**src/rtl/alu_multiciclo.sv**
```systemverilog
// Multicycle ALU: registered single-cycle ops, shift-add multiply and restoring divide,
// one bit per cycle, with valid/ready handshakes on both sides.
module alu_multiciclo #(
  parameter int unsigned N   = 32,
  parameter int unsigned SHW = $clog2(N)
) (
  input  logic         clk,
  input  logic         rst,
  input  logic         in_valid,
  output logic         in_ready,
  input  logic [N-1:0] a,
  input  logic [N-1:0] b,
  input  logic [3:0]   aluControl,
  output logic         out_valid,
  input  logic         out_ready,
  output logic [N-1:0] resultado,
  output logic         cout,
  output logic         zero,
  output logic         neg,
  output logic         overflow,
  output logic         busy
);

  localparam int unsigned CW = $clog2(N) + 1;

  typedef enum logic [1:0] {StIdle, StMul, StDiv, StHold} state_e;

  state_e          state_q, state_d;
  logic [2*N-1:0]  acc_q, acc_d;
  logic [N-1:0]    b_q, b_d;
  logic [CW-1:0]   cnt_q, cnt_d;
  logic [N-1:0]    res_q, res_d;
  logic            cout_q, cout_d, zero_q, zero_d, neg_q, neg_d, ovf_q, ovf_d;

  logic            accept;
  logic [N:0]      sum_w, dif_w;
  logic [N-1:0]    sc_res;
  logic            sc_cout, sc_neg, sc_ovf, sc_zero;

  // Multiply: acc holds {partial product high, remaining multiplier bits}
  logic [N:0]      mul_sum;
  logic [2*N-1:0]  mul_next;
  // Divide: acc holds {remainder, remaining dividend / quotient bits}
  logic [N:0]      div_shift;
  logic [N-1:0]    div_sub;
  logic            div_ge;
  logic [2*N-1:0]  div_next;

  assign in_ready  = (state_q == StIdle) | ((state_q == StHold) & out_ready);
  assign accept    = in_valid & in_ready;
  assign out_valid = (state_q == StHold);
  assign busy      = (state_q == StMul) | (state_q == StDiv);
  assign resultado = res_q;
  assign cout      = cout_q;
  assign zero      = zero_q;
  assign neg       = neg_q;
  assign overflow  = ovf_q;

  always_comb begin
    sum_w   = {1'b0, a} + {1'b0, b};
    dif_w   = {1'b0, a} - {1'b0, b};
    sc_res  = '0;
    sc_cout = 1'b0;
    sc_neg  = 1'b0;
    sc_ovf  = 1'b0;
    unique case (aluControl)
      4'b0000: begin
        sc_res  = sum_w[N-1:0];
        sc_cout = sum_w[N];
        sc_neg  = sum_w[N-1];
        sc_ovf  = (a[N-1] == b[N-1]) & (sum_w[N-1] != a[N-1]);
      end
      4'b0001, 4'b0111: begin
        sc_res  = dif_w[N-1:0];
        sc_cout = ~dif_w[N];
        sc_neg  = dif_w[N-1];
        sc_ovf  = (a[N-1] != b[N-1]) & (dif_w[N-1] != a[N-1]);
      end
      4'b0100: sc_res = a >> b[SHW-1:0];
      4'b0101: sc_res = a << b[SHW-1:0];
      4'b0110: sc_res = b;
      4'b1000: sc_res = a & b;
      4'b1001: sc_res = a | b;
      4'b1010: sc_res = ~a;
      4'b1011: sc_res = a ^ b;
      default: sc_res = '0;
    endcase
    // Undefined opcodes report every flag low, including zero.
    sc_zero = (sc_res == '0) & (aluControl[3:2] != 2'b11);
  end

  always_comb begin
    mul_sum   = {1'b0, acc_q[2*N-1:N]} + {1'b0, b_q};
    mul_next  = acc_q[0] ? {mul_sum, acc_q[N-1:1]} : {1'b0, acc_q[2*N-1:1]};
    div_shift = {acc_q[2*N-1:N], acc_q[N-1]};
    div_ge    = (div_shift >= {1'b0, b_q});
    div_sub   = div_shift[N-1:0] - b_q;
    div_next  = div_ge ? {div_sub, acc_q[N-2:0], 1'b1}
                       : {div_shift[N-1:0], acc_q[N-2:0], 1'b0};
  end

  always_comb begin
    state_d = state_q;
    acc_d   = acc_q;
    b_d     = b_q;
    cnt_d   = cnt_q;
    res_d   = res_q;
    cout_d  = cout_q;
    zero_d  = zero_q;
    neg_d   = neg_q;
    ovf_d   = ovf_q;
    unique case (state_q)
      StIdle, StHold: begin
        if (accept) begin
          if (aluControl == 4'b0010 || aluControl == 4'b0011) begin
            state_d = (aluControl == 4'b0010) ? StMul : StDiv;
            acc_d   = {{N{1'b0}}, a};
            b_d     = b;
            cnt_d   = CW'(N);
          end else begin
            state_d = StHold;
            res_d   = sc_res;
            cout_d  = sc_cout;
            zero_d  = sc_zero;
            neg_d   = sc_neg;
            ovf_d   = sc_ovf;
          end
        end else if (state_q == StHold && out_ready) begin
          state_d = StIdle;
        end
      end
      StMul: begin
        acc_d = mul_next;
        cnt_d = cnt_q - CW'(1);
        if (cnt_q == CW'(1)) begin
          state_d = StHold;
          res_d   = mul_next[N-1:0];
          cout_d  = 1'b0;
          zero_d  = (mul_next[N-1:0] == '0);
          neg_d   = 1'b0;
          ovf_d   = |mul_next[2*N-1:N];
        end
      end
      StDiv: begin
        acc_d = div_next;
        cnt_d = cnt_q - CW'(1);
        if (cnt_q == CW'(1)) begin
          state_d = StHold;
          res_d   = div_next[N-1:0];
          cout_d  = 1'b0;
          zero_d  = (div_next[N-1:0] == '0);
          neg_d   = 1'b0;
          ovf_d   = (b_q == '0);
        end
      end
      default: state_d = StIdle;
    endcase
  end

  always_ff @(posedge clk or posedge rst) begin
    if (rst) begin
      state_q <= StIdle;
      acc_q   <= '0;
      b_q     <= '0;
      cnt_q   <= '0;
      res_q   <= '0;
      cout_q  <= 1'b0;
      zero_q  <= 1'b0;
      neg_q   <= 1'b0;
      ovf_q   <= 1'b0;
    end else begin
      state_q <= state_d;
      acc_q   <= acc_d;
      b_q     <= b_d;
      cnt_q   <= cnt_d;
      res_q   <= res_d;
      cout_q  <= cout_d;
      zero_q  <= zero_d;
      neg_q   <= neg_d;
      ovf_q   <= ovf_d;
    end
  end

endmodule

```
**config.mk**
```make
export PLATFORM = sky130hd
export DESIGN_NAME = alu_multiciclo
export DESIGN_NICKNAME = d
export VERILOG_FILES = /design/src/rtl/alu_multiciclo.sv
export SDC_FILE = /design/constraint.sdc
export NUM_CORES = 1
export LEC_CHECK = 0
export BUFFER_PORTS_ARGS = -buffer_cell sky130_fd_sc_hd__buf_2
export CAP_MARGIN = 20
export CELL_PAD_IN_SITES_DETAIL_PLACEMENT = 1
export CELL_PAD_IN_SITES_GLOBAL_PLACEMENT = 1
export CORE_MARGIN = 2
export CORE_UTILIZATION = 40
export DETAILED_ROUTE_END_ITERATION = 10
export GPL_TIMING_DRIVEN = 0
export PLACE_DENSITY_LB_ADDON = 0.1
export SYNTH_ARGS = -nofsm -noshare
export SYNTH_HDL_FRONTEND = slang
export SYNTH_SLANG_ARGS = --single-unit
export TNS_END_PERCENT = 50
```
**constraint.sdc**
```tcl
create_clock -name clk -period 4.8 [get_ports clk]
set_input_delay 0.48 -clock clk [delete_from_list [all_inputs] [get_ports clk]]
set_output_delay 0.48 -clock clk [all_outputs]
set_load 0.05 [all_outputs]
```
==> parameters.txt <==
Parameter                              Value

Outcome
  Run status    finished with violations
  Violations in the final reports    setup timing

Routing
  Avg Vias per Cell    7.16
  Detail Route Antenna Nets    0
  Count of routing violations after the opening detailed-route iteration    2,959
  Routed wire length    127 mm
  Number of remaining DRC errors    0
  Vias post-DR    24.9k
  Routed length per instance    around 36 um
  Count of TritonRoute iterations in the first routing pass    8

Power and ir drop
  Largest vdd supply drop    between 0.2 and 0.3 mV
  Leakage power summed over all cells    9.89 nW
  Total power density per cell area    ~540 mW/mm2

STA
  Maximum clock frequency    0.202 GHz
  RSZ-0062 raised after global routing    true
  Final hold violation count    0
  Post-layout minimum cycle time    slightly below 5 ns
  Number of max-slew violations in the final report    0
  Setup TNS    -0.158 ns
  Final WS setup    -0.158 ns
  Transition time at the pin with the least slew margin    around 1.2 ns
  Setup clock skew after layout    0.0145 ns
  Final setup viols    1
  Period utilisation layout    103%
  Worst hold slack across all endpoints    0.0447 ns
  Max_slew headroom    a little under a fifth

Placement
  Worst slack after detailed placement    -2.20 ns
  Estimated wirelength of the detail-placed design    102 mm
  IO buf count    about 110
  Placer congestion estimate    between 1 and 1.5

Layout
  Final standard cell utilization of the core    between 40% and 50%
  Share of final-layout standard cells stronger than drive strength 1    13.5%
  Number of nets in the final layout    3,028
  Area overhead of the layout relative to synthesis    11.7%
  Final-layout fill cell count    ~6.3k

Synthesis
  #FFs+latches synth    140
  Async set-reset flop share out of synthesis    100%
  Syn Nets    approximately 2.9k
  Top post-synthesis cells by area    dfrtp_1 17%, ha_1 10%, mux4_2 6.8%
  Synthesized area    0.0206 mm2
  Mean post-synth cell area    ~7.8 um2
  Cells after Synth    between 2k and 3k
  Share of the yosys chip area belonging to registers    between 15 and 20%
  Cell type with the largest total area after synthesis    dfrtp_1
  Portion of synthesized cell area occupied by the leading cell type    17.0%
  Number of synthesized flops with an enable pin    0
  Yosys warnings    0
  Synth cell types    95
  Top_reg_cell synth    dfrtp_1

Worst setup path
  Buf+Inv Stages, Crit Path    8
  Worst EP required    5.18 ns
  CP Class    in2reg
  CP max FO    10
  Ordered cell list for the critical path    buf_2, buf_6, buf_4, buf_4, buf_6, buf_2, buf_2, o211ai_1, o311ai_2, o22ai_1, a2111oi_2, buf_4, nand4_1, nor3_2, nand4_1, nor4_2, nand4_1, nand2_1
  Type of element launching the critical path    input pin
  Crit path largest cell delay    around 0.46 ns
  Data arrival, critical path    around 5.3 ns
  Cell family with most CP delay    buffers and inverters
  Highest-delay cell along the critical path    buf_2
  Type of element capturing the critical path    flop

Floorplanning
  Die outline area    around 0.053 mm2
  Die Span X    about 230 um
  Number of primary I/O pins    about 110
  Core Box Area    between 0.05 and 0.06 mm2
  Starting Density    40.3%
  Cell Rows    83
  Chip Height    231 um

GRT
  First-pass GRT wire length    about 180 mm
  Total global routing overflow    0
  Number of antenna violations at the first check in global routing    8
  Overall track demand over capacity in global routing    46.6%
  Maximum number of pins on one net before global-route repair    between 90 and 100
  Via count of the first global-routing pass    25.1k

Clock tree
  CTS root buffer    clkbuf_16
  Clock tree from TritonCTS    yes
  Clock sink count    140
  Number of CTS-inserted buffers    17
  Clock transition at path regs    ~0.080 ns
  H-tree depth    4
  CTS max path bufs    2
  Skew-Pair Late Insertion Delay    about 0.46 ns
  Hold Buf Count CTS    0

Worst hold path
  Hold WC Path Type    in2async

Run
  Max-capacitance violation count    0
==> path summary, 6_finish.rpt <==
check                                           from                   endpoint  cells past startpoint  slack [ns]
setup reg to reg                 b_q[12]$_DFFE_PP0P_      acc_q[33]$_DFFE_PP0P_                     13        0.23
setup / recovery                                b[1]           zero$_DFFE_PP0P_                     18       -0.16
hold reg to reg            resultado[30]$_DFFE_PP0P_  resultado[30]$_DFFE_PP0P_                      1        0.48
min in group clk                                b[7]         b_q[7]$_DFFE_PP0P_                      3        0.38
max in group asynchronous                        rst      acc_q[32]$_DFFE_PP0P_                      3        3.90
hold / removal                                   rst      acc_q[62]$_DFFE_PP0P_                      2        0.04
==> timing repair <==
action                                  4_1_cts  5_1_grt
setup buffers                                 4        4
pin swaps                                     2        6
resized for setup                            40       42
endpoints found under the setup margin       31       13
==> placed cells by master (no fill, tap or decap), types with 62 or more instances in the layout <==
cell type	instances
clkbuf_1	122
buf_2	142
mux4_2	62
ha_1	166
inv_1	149
dfrtp_1	140
nand2_1	278
nor2_1	181
o21ai_0	211
a21oi_1	179
mux2i_1	110
==> worst register-to-register path, cell delays in order, from the launching register on <==
cell and delay, ns:
dfrtp_1 0.47, inv_1 0.12, ha_1 0.38, and3_1 0.29, nand2_1 0.15, nor3_1 0.70, a211o_1 0.31, a21oi_1 0.08
nand2b_1 0.21, o21bai_1 0.16, clkbuf_1 0.60, buf_2 0.50, mux2i_1 0.27, o221ai_1 0.16
==> Yosys cell counts (15+ instances only) <==
master,n
a211o_1,17
a211oi_1,51
a21boi_0,27
a21o_1,51
a21oi_1,182
a221o_1,39
a221oi_1,16
a22oi_1,27
a31oi_1,32
and2_1,16
and3_1,21
buf_1,15
buf_2,31
clkbuf_1,148
dfrtp_1,140
ha_1,167
inv_1,151
mux2_2,30
mux2i_1,112
mux4_2,62
nand2_1,278
nand2b_1,21
nand3_1,54
nand4_1,32
nor2_1,181
nor2b_1,21
nor3_1,56
nor4_1,37
o211ai_1,27
o21a_1,25
o21ai_0,216
o21bai_1,24
o221ai_1,21
o22ai_1,23
o31ai_1,19
xnor2_1,41
xor2_1,21
==> per-layer routing <==
metal | wire length [um] | GRT usage, %
met4 | 11000 | 33.2
met5 | 109 | 0
met3 | 12100 | 11.5
met1 | 45800 | 53.4
met2 | 57700 | 76.2
==> per-stage QoR <==
stage,instance area [um2],cells,total power (W)
final,23100,3479,0.0126
after global routing,23100,3478,0.0131
after CTS,23000,3482,0.0122
after detailed placement,22100,3452,0.0106
after global placement,22000,3443,0.0102
after floorplan,20600,2654,0.00784
==> cell families after synthesis <==
| kind of cell | count (synthesis) | share of synthesized area, % |
|---|---|---|
| xor+xnor | 62 | 2.63 |
| fa+ha+maj | 171 | 10.5 |
| compound gates | 929 | 30.5 |
| buf+inv | 365 | 7.30 |
| mux | 207 | 14.2 |
| flops | 140 | 17.0 |
| simple gates | 780 | 17.9 |
==> final cells by class <==
| type | count | area [um2] | share of cell area, % |
|---|---|---|---|
| Antenna cell | 1 | 2.50 | 0.0109 |
| Buffer | 197 | 916 | 3.97 |
| Clock buffer | 17 | 425 | 1.85 |
| Clock inverter | 15 | 203 | 0.879 |
| Inverter | 154 | 589 | 2.56 |
| Multi-Input combinational cell | 2149 | 15900 | 68.8 |
| Sequential cell | 140 | 3500 | 15.2 |
| Tap cell | 680 | 851 | 3.69 |
| Timing Repair Buffer | 126 | 706 | 3.06 |
==> report_power, final <==
part	switching [W]	internal (W)	leakage, nW
Sequential	0.000674	0.00174	1.73
Clock	0.000676	0.000797	0.303
Combinational	0.00579	0.00287	7.86
Total	0.00714	0.00541	9.89
==> state kept, by name (all words and copies together), names as in the netlist <==
signal,flops
zero,1
cout,1
cnt_q,6
neg,1
state_q,2
acc_q,64
overflow,1
resultado,32
b_q,32
Power figures use the tool's default switching activity.
